[src/rtl/traffic_pkg.sv]
// Shared phase codes, timer state encoding and default counter width for the
// traffic phase timer.
package traffic_pkg;

  localparam int unsigned DW_W_DEF = 8;

  localparam logic [2:0] PH_INIT = 3'd0;
  localparam logic [2:0] PH_P1   = 3'd1;
  localparam logic [2:0] PH_P2   = 3'd2;
  localparam logic [2:0] PH_P3   = 3'd3;
  localparam logic [2:0] PH_P4   = 3'd4;

  typedef enum logic [2:0] {
    S_LOAD,
    S_COUNT,
    S_EXTEND,
    S_FIRE,
    S_WAIT
  } timer_state_e;

endpackage

[src/rtl/tick_prescaler.sv]
// Free-running clk divider producing a 1-clk tick every PRESCALE cycles;
// clr restarts the count at zero and masks the tick in that cycle.
module tick_prescaler #(
  parameter int unsigned PRESCALE = 50_000_000
) (
  input  logic clk,
  input  logic rst,
  input  logic clr,
  output logic tick
);

  localparam int unsigned CW = $clog2(PRESCALE);
  localparam logic [CW-1:0] LAST = CW'(PRESCALE - 1);

  logic [CW-1:0] cnt_q, cnt_d;

  always_comb begin
    cnt_d = cnt_q;
    if (clr || cnt_q == LAST) cnt_d = '0;
    else                      cnt_d = cnt_q + CW'(1);
    tick = !clr && (cnt_q == LAST);
  end

  always_ff @(posedge clk) begin
    if (rst) cnt_q <= '0;
    else     cnt_q <= cnt_d;
  end

endmodule

[src/rtl/traffic_phase_timer.sv]
// Per-phase dwell timer feeding the light-sequencing FSM's step enable, with
// actuated main-road green. Optional pedestrian extension under PED_REQ_EN.
module traffic_phase_timer
  import traffic_pkg::*;
#(
  parameter int unsigned PRESCALE  = 50_000_000,
  parameter int unsigned DW_W      = DW_W_DEF,
  parameter int unsigned DW_P1     = 20,
  parameter int unsigned MAX_MAIN  = 60,
  parameter int unsigned DW_P2     = 4,
  parameter int unsigned DW_P3     = 15,
  parameter int unsigned DW_P4     = 4,
  parameter int unsigned STALL_CYC = 4
`ifdef PED_REQ_EN
  ,
  parameter int unsigned PED_EXTRA = 5
`endif
) (
  input  logic            clk,
  input  logic            rst,
  input  logic [2:0]      phase,
  input  logic            side_req,
`ifdef PED_REQ_EN
  input  logic            ped_req,
`endif
  output logic            advance,
  output logic            sec_tick,
  output logic [DW_W-1:0] remaining,
  output logic            req_pending,
  output logic            stall
);

  localparam logic [DW_W-1:0] EXT_LOAD   = DW_W'(MAX_MAIN - DW_P1);
  localparam int unsigned     WCW        = $clog2(STALL_CYC + 1);
  localparam logic [WCW-1:0]  STALL_LAST = WCW'(STALL_CYC - 1);

  timer_state_e    state_q, state_d;
  logic [DW_W-1:0] remaining_q, remaining_d;
  logic [2:0]      phase_q, phase_d;
  logic [2:0]      phase_prev_q, phase_prev_d;
  logic [1:0]      side_sync_q, side_sync_d;
  logic            req_pending_q, req_pending_d;
  logic            stall_q, stall_d;
  logic [WCW-1:0]  wait_cnt_q, wait_cnt_d;
  logic [DW_W-1:0] load_val;
  logic            tick;
  logic            presc_clr;
  logic            enter_p3;

  assign presc_clr = (state_q == S_LOAD);

  tick_prescaler #(
    .PRESCALE(PRESCALE)
  ) u_prescaler (
    .clk (clk),
    .rst (rst),
    .clr (presc_clr),
    .tick(tick)
  );

`ifdef PED_REQ_EN
  localparam longint unsigned DW_SAT      = (64'd1 << DW_W) - 64'd1;
  localparam longint unsigned P3_PED_SUM  = 64'(DW_P3) + 64'(PED_EXTRA);
  localparam logic [DW_W-1:0] P3_PED_LOAD = DW_W'((P3_PED_SUM > DW_SAT) ? DW_SAT : P3_PED_SUM);

  logic [1:0] ped_sync_q, ped_sync_d;
  logic       ped_pending_q, ped_pending_d;

  always_comb begin
    ped_sync_d    = {ped_sync_q[0], ped_req};
    ped_pending_d = ped_pending_q;
    // Consuming the extension in the phase-3 load beats a same-cycle press.
    if (state_q == S_LOAD && phase == PH_P3 && ped_pending_q) ped_pending_d = 1'b0;
    else if (ped_sync_q[1])                                   ped_pending_d = 1'b1;
  end

  always_ff @(posedge clk) begin
    if (rst) begin
      ped_sync_q    <= '0;
      ped_pending_q <= 1'b0;
    end else begin
      ped_sync_q    <= ped_sync_d;
      ped_pending_q <= ped_pending_d;
    end
  end
`endif

  always_comb begin
    load_val = '0;
    case (phase)
      PH_INIT: load_val = '0;
      PH_P1:   load_val = DW_W'(DW_P1);
      PH_P2:   load_val = DW_W'(DW_P2);
`ifdef PED_REQ_EN
      PH_P3:   load_val = ped_pending_q ? P3_PED_LOAD : DW_W'(DW_P3);
`else
      PH_P3:   load_val = DW_W'(DW_P3);
`endif
      PH_P4:   load_val = DW_W'(DW_P4);
      default: load_val = '0;
    endcase
  end

  always_comb begin
    state_d      = state_q;
    remaining_d  = remaining_q;
    phase_d      = phase_q;
    stall_d      = stall_q;
    wait_cnt_d   = wait_cnt_q;
    phase_prev_d = phase;
    side_sync_d  = {side_sync_q[0], side_req};

    case (state_q)
      S_LOAD: begin
        remaining_d = load_val;
        phase_d     = phase;
        state_d     = S_COUNT;
      end
      S_COUNT: begin
        if (phase != phase_q) begin
          state_d = S_LOAD;
        end else if (phase <= PH_P4) begin
          if (remaining_q == '0) begin
            if (phase == PH_P1 && !req_pending_q) begin
              state_d     = S_EXTEND;
              remaining_d = EXT_LOAD;
            end else begin
              state_d = S_FIRE;
            end
          end else if (tick) begin
            remaining_d = remaining_q - DW_W'(1);
          end
        end
      end
      S_EXTEND: begin
        if (phase != phase_q)                          state_d = S_LOAD;
        else if (req_pending_q || remaining_q == '0)   state_d = S_FIRE;
        else if (tick)                                 remaining_d = remaining_q - DW_W'(1);
      end
      S_FIRE: begin
        phase_d    = phase;
        wait_cnt_d = '0;
        state_d    = S_WAIT;
      end
      S_WAIT: begin
        if (phase != phase_q) begin
          state_d = S_LOAD;
          stall_d = 1'b0;
        end else if (wait_cnt_q == STALL_LAST) begin
          stall_d = 1'b1;
        end else begin
          wait_cnt_d = wait_cnt_q + WCW'(1);
        end
      end
      default: state_d = S_LOAD;
    endcase
  end

  always_comb begin
    enter_p3      = (phase == PH_P3) && (phase_prev_q != PH_P3);
    req_pending_d = req_pending_q;
    if (enter_p3)                             req_pending_d = 1'b0;
    else if (side_sync_q[1] && phase != PH_P3) req_pending_d = 1'b1;
  end

  always_ff @(posedge clk) begin
    if (rst) begin
      state_q       <= S_LOAD;
      remaining_q   <= '0;
      phase_q       <= phase;
      phase_prev_q  <= phase;
      side_sync_q   <= '0;
      req_pending_q <= 1'b0;
      stall_q       <= 1'b0;
      wait_cnt_q    <= '0;
    end else begin
      state_q       <= state_d;
      remaining_q   <= remaining_d;
      phase_q       <= phase_d;
      phase_prev_q  <= phase_prev_d;
      side_sync_q   <= side_sync_d;
      req_pending_q <= req_pending_d;
      stall_q       <= stall_d;
      wait_cnt_q    <= wait_cnt_d;
    end
  end

  assign advance     = (state_q == S_FIRE);
  assign sec_tick    = tick;
  assign remaining   = remaining_q;
  assign req_pending = req_pending_q;
  assign stall       = stall_q;

endmodule

[config.mk]
export PLATFORM = sky130hd
export DESIGN_NAME = traffic_phase_timer
export DESIGN_NICKNAME = d
export VERILOG_FILES = /design/src/rtl/traffic_pkg.sv /design/src/rtl/tick_prescaler.sv /design/src/rtl/traffic_phase_timer.sv
export SDC_FILE = /design/constraint.sdc
export NUM_CORES = 1
export LEC_CHECK = 0
export CORE_ASPECT_RATIO = 0.6
export CORE_MARGIN = 4
export CORE_UTILIZATION = 50
export CTS_BUF_LIST = sky130_fd_sc_hd__clkbuf_8
export DETAILED_ROUTE_END_ITERATION = 8
export PLACE_DENSITY = 0.7
export SLEW_MARGIN = 25
export SYNTH_ARGS = -nofsm -noshare
export SYNTH_HDL_FRONTEND = slang
export SYNTH_SLANG_ARGS = --single-unit
[constraint.sdc]
create_clock -name clk -period 2.3 [get_ports clk]
set_clock_uncertainty 0.1 [all_clocks]
set_input_delay 0.23 -clock clk [delete_from_list [all_inputs] [get_ports clk]]
set_output_delay 0.23 -clock clk [all_outputs]
set_load 0.03 [all_outputs]
---- Word level (Yosys, flattened, before mapping) ----
Index checks and enable logic that the tools add are counted.
Widths: inputs -> output; s select.
storage, ports and cells
  register bits after elaboration ......... 50
  input bits .............................. 6
cells by class
  add/sub/neg operators ................... 3
  order comparisons ....................... 1
  equal/unequal tests ..................... 24
  mux-type cells .......................... 24
  reduce and logical (&&, ||, !) cells .... 22
operators with widths
  cell                   number
  $mux 8                 7
  $mux 3                 10
  $add 26x1->26 const B  1
  $eq 26x26->1 const B   1
  $pmux 8 s3             1
  $eq 3x2->1 const B     5
  $pmux 3 s5             1
  $pmux 5 s3             1
  $ne 2x2->1 const B     7
  $ne 3x3->1 const B     4
  $logic_not 8->1        1
  $reduce_or 2->1        4
  $sub 8x1->8 const B    1
  $eq 3x1->1 const B     2
  $eq 3x3->1 const B     2
  $ne 3x2->1 const B     2
  $pmux 3 s2             1
  $reduce_and 6->1       1
  $reduce_bool 2->1      3
  $logic_and 1x1->1      4
  $reduce_and 4->1       1
  $add 3x1->3 const B    1
  $le 3x3->1 const B     1
  $logic_not 3->1        1
  other kinds (7)        11

---- Logic depth before layout (Yosys ltp) ----
  depth in word-level cells ............... 8
  depth in mapped cells ................... 8

---- By module ----
A second synthesis with hierarchy kept.
unflattened totals
  cell total of the unflattened synthesis .. 305
  area, all modules ....................... 2,608.8 µm²
modules (own cells, without submodules)
  module               instances  cells an instance  area an instance (µm²)
  traffic_phase_timer  1          158                1,373.8
  tick_prescaler       1          147                1,234.9

---- Least setup slack after synthesis ----
Ideal clock, no wire load.
  kind .................................... flip-flop to flip-flop
  from .................................... reg u_prescaler.cnt_q[0]
  to ...................................... reg remaining_q[1] (netlist: remaining[1])
  arrival time ............................ 2.073 ns
  slack ................................... 0.041 ns
  stages on the path, launching flop included .. 7
  buffers on the path ..................... 0
  period minus slack after synthesis ...... 2.259 ns
  cells stage by stage .................... dfxtp_1 ha_1 nand4_2 or4_4 nor3_4 o211ai_1 a221oi_2
on the way
  cells in the longest elaborated chain, start to end .. 7
  elaborated cells on any way between the ends .. 9
  classes of those cells .................. eq/ne: 1; mux: 7; reduce/logical: 1
RTL lines
  what                    line                        RTL
  start, declared         tick_prescaler.sv:15        logic [CW-1:0] cnt_q, cnt_d;
  start signal, assigned  tick_prescaler.sv:26        else cnt_q <= cnt_d;
  $eq 26x26->1 *          tick_prescaler.sv:21        tick = !clr && (cnt_q == LAST);
  $logic_and 1x1->1 *     tick_prescaler.sv:21
  net sec_tick            traffic_phase_timer.sv:27   output logic sec_tick,
  $mux 8 *                --
  $mux 8 (3 in a row)     --
  $pmux 8 s3 *            --
  end signal, assigned    traffic_phase_timer.sv:178  remaining_q <= remaining_d;
  end, declared           traffic_phase_timer.sv:38   logic [DW_W-1:0] remaining_q, remaining_d;
Mark *: on every way through the listed nets, which the timed path passes. The rest lies on a longest branch. The select of a mux whose other input is x is not followed.
A chain may end at the register's enable or synchronous reset.

---- Worst setup path after layout ----
  from .................................... reg u_prescaler.cnt_q[0]
  to ...................................... out sec_tick
on the way
  cells in the longest elaborated chain, start to end .. 2
RTL lines
  what               line
  $eq 26x26->1       tick_prescaler.sv:21
  $logic_and 1x1->1  tick_prescaler.sv:21
  end, declared      traffic_phase_timer.sv:27
No other way between the ends.

==> run summary <==
The overall overflow remaining after global route came out at 0. The length in cells of the worst reg-to-reg path came out at 7. The first global-routing pass estimated approximately 10000 um of wire. Setup repair after global routing left no endpoint under its margin.

The required time at the worst-slack endpoint is about 2.0 ns. The number of global-route vias before repair is approximately 2100. Detailed routing inserted a total of around 2300 vias. The proportion of netlist area held by the largest area contributor came out at a little under two fifths. The dominant register cell in the synthesized netlist is sky130_fd_sc_hd__dfxtp_1. The share of the clock period used by the worst path after layout is between 90% and 100%. The type of the worst setup path is register to primary output.

The run finished with clean final reports. The length of the first detailed-routing pass in iterations came out at 4. The number of nets handed over by synthesis was between 300 and 400. The relative slew slack is between 60 and 70%. The number of antenna cells inserted came out at 0. The synthesis-to-layout area growth is 21.40%.

The Yosys step of the flow raised 0 warnings. The worst-case vdd ir drop came out at around 380 uV. The worst setup path is launched from a register.

The maximum buffer depth of the clock tree is 2. On the worst path, the slowest cell contributes a delay of around 0.49 ns. The initial antenna violation count is 0.

The fraction of synthesis flops using an asynchronous set or reset pin is 0%. At the pin with the least slew margin, the transition time is roughly 0.52 ns. The standard cell area after detailed placement came out at 2925 sq um. The part of the power in registers came out at a little under half. For this run, the number of standard cells in the final layout without fillers is about 400. The average cell area after synthesis is approximately 8.6 sq um.

Overall power consumption after layout is estimated at between 2000 and 2500 uW. The cell row count is 19. The cell area after technology mapping is between 2000 and 3000 sq um. The initial utilization of the core area, before any placement, comes to about 54%.

The average routed wire per standard cell came out at roughly 15 um. The number of DRC violations after detailed routing came out at 0. TritonCTS built the clock tree. The die height is 63.25 um. The post-detailed-placement half-perimeter wirelength came out at 4450 um. Buffers inserted to repair hold after CTS numbered 0. The number of placed instances, taps included is a little under 400. The sum of negative setup slack came out at 0 ns.

The overall routed net length came out at between 6000 and 7000 um. The signal on the critical path passes through ha_4 -> nand4_2 -> or4_4 -> nor3_4 -> buf_6. Among all stages on the critical path, the largest delay is contributed by sky130_fd_sc_hd__or4_4. The power share of the combinational group is 22.7%. The total global-route track usage came out at between 15 and 20%. The clock-pin transition on the worst setup and hold timing paths is around 0.09 ns. The highest clock frequency the design can meet is 449.9 MHz. The initial DRC count came out at 156. The clock insertion delay at the later pin of the skew report is about 0.30 ns. The internal power contribution came out at between 1000 and 1500 uW.

In the synthesized netlist, the number of instances is between 200 and 300. The horizontal die dimension is ~100 um. The area of the core region is between 4000 and 5000 sq um. The number of port buffers is 17. The number of maximum-capacitance violations is 0.

The part of the Yosys area used for sequential elements came out at about two fifths. The cell type with the highest aggregate area in the netlist is sky130_fd_sc_hd__dfxtp_1. Summed over all nets, the switching power comes to about 580 uW. After synthesis, the most frequently instantiated cells are sky130_fd_sc_hd__dfxtp_1 (47), sky130_fd_sc_hd__nor2_1 (46), sky130_fd_sc_hd__nand2_1 (24). The ratio of cells with drive above 1 in the final layout is ~15%.

The arrival time of the worst setup path is roughly 1.9 ns. The number of clock sinks seen by CTS is 50. In this run the power density over the cells is about 650 nW/um^2. The total non-filler cell area in the finished layout came out at about 3100 sq um. Yosys instantiated no cell more often than sky130_fd_sc_hd__dfxtp_1. In this run the worst hold path is classified as register to register. The average via count per standard cell came out at approximately 5.8. The final estimated routing congestion in global placement came out at 0.8628. The largest fanout on the critical path is 4. STA classifies the critical path endpoint as a primary output. Synthesis instantiated 57 different standard cells from the library. The maximum number of pins on one net before global-route repair is 26. The cell depth of the worst hold path came out at 1. The proportion of power drawn by the clock network came out at 30.4%. The number of H-tree levels is 2. The final-report hold violation count came out at 0. The number of CTS-inserted buffers is 5. The number of setup violations in the final report is 0. The number of max-slew violations in the final report is 0. The worst-case setup margin in the final layout came out at just under 0.08 ns. Yosys mapped a number of flops with a built-in enable equal to 3. The number of top-level design ports is 18. The leakage power is 0.001087 uW. The final period demand of the worst path is roughly 2.2 ns. The total die area came out at between 6000 and 7000 sq um.

The number of nets with antenna violations after detailed routing came out at 0. OpenSTA, run right after detailed placement, puts the worst setup slack at -0.09910 ns. Sorting the synthesized cells by area gives the leading types as sky130_fd_sc_hd__dfxtp_1 (37%), sky130_fd_sc_hd__nor2_1 (6.8%), sky130_fd_sc_hd__xnor2_1 (5.5%). The number of nets in the layout is around 350.

Net switching is 29.08% of the power. After synthesis the netlist holds a flip-flop and latch count of 50. The clock root buffer master is sky130_fd_sc_hd__clkbuf_8.
[placed cells by master (no fill, tap or decap), drive strengths merged, types with 12 or more instances in the layout]
master	instances
a21oi	12
buf	25
clkdlybuf4s50	15
dfxtp	47
nand2	25
nand3	15
nand4	15
nor2	47
xnor2	16
[power by group through the flow]
stage | registers (uW) | logic (uW) | clock network [uW]
4_1_cts | 935 | 434 | 621
5_1_grt | 945 | 497 | 656
2_1_floorplan | 970 | 243 | 0
3_3_place_gp | 954 | 424 | 0
6_report | 940 | 455 | 609
3_5_place_dp | 954 | 427 | 0
[routing by layer]
| metal | GRT usage, % | up-vias | share of wire (%) |
|---|---|---|---|
| met1 | 31.71 | 1091 | 54 |
| met4 | 3.361 | 0 | 0.49 |
| met3 | 4.410 | 4 | 7.1 |
| met2 | 27.16 | 73 | 38 |
| li1 | - | 1154 | - |
| met5 | 0 | - | 0 |
[per-stage QoR]
stage	hold WS (ns)	util [%]
4_1_cts	0.3473	64.61
3_3_place_gp	0.3169	61.84
3_5_place_dp	0.3293	61.84
2_1_floorplan	0.1577	-
5_1_grt	0.3656	65.27
6_report	0.3455	65.27
[repair_timing]
item / in CTS / in global routing
resized for setup: 4 / 8
setup buffers: 1 / 0
pin swaps: 2 / 1
endpoints found under the setup margin: 1 / 8
[critical path, delay by kind of cell, from the launching register on]
kind                       cells  cell delay, ns
and+or+nand+nor                3            0.89
DFF                            1            0.38
adders and majority gates      1            0.16
buffers and inverters          1            0.16
[area by class of cell]
| type | count | area, sq um |
|---|---|---|
| clock buffer | 5 | 68.82 |
| clock inverter | 3 | 37.54 |
| fill | 393 | 1643 |
| inverter | 9 | 33.78 |
| multi-input combinational | 228 | 1465 |
| sequential | 50 | 1037 |
| tap | 63 | 78.83 |
| timing repair buffer | 41 | 366.6 |
[final timing paths]
| kind | start | to | slack [ns] |
|---|---|---|---|
| worst max register to register | u_prescaler.cnt_q[0] | remaining[7] | 0.12 |
| worst max-delay path | u_prescaler.cnt_q[0] | sec_tick | 0.08 |
| worst min register to register | side_sync_q[0] | side_sync_q[1] | 0.35 |
| worst min-delay path | side_sync_q[0] | side_sync_q[1] | 0.35 |
[logic make-up (layout without fill, tap and decap cells)]
logic type | after synthesis | in the layout | share of synthesized area (%)
flip-flops | 50 | 50 | 40.53
XOR/XNOR | 27 | 27 | 9.296
AND/OR/NAND/NOR | 153 | 153 | 32.27
adder cells (fa/ha/maj) | 4 | 4 | 1.968
buffers and inverters | 19 | 58 | 3.296
AO/OA/AOI/OAI | 44 | 44 | 12.64
[registers in the layout, indices dropped and copies added (netlist names)]
signal,count
phase_prev_q,3
phase_q,3
remaining,8
req_pending,1
side_sync_q,2
stall,1
state_q,3
u_prescaler.cnt_q,26
wait_cnt_q,3
Note: power is estimated with default switching activity, not from simulation.
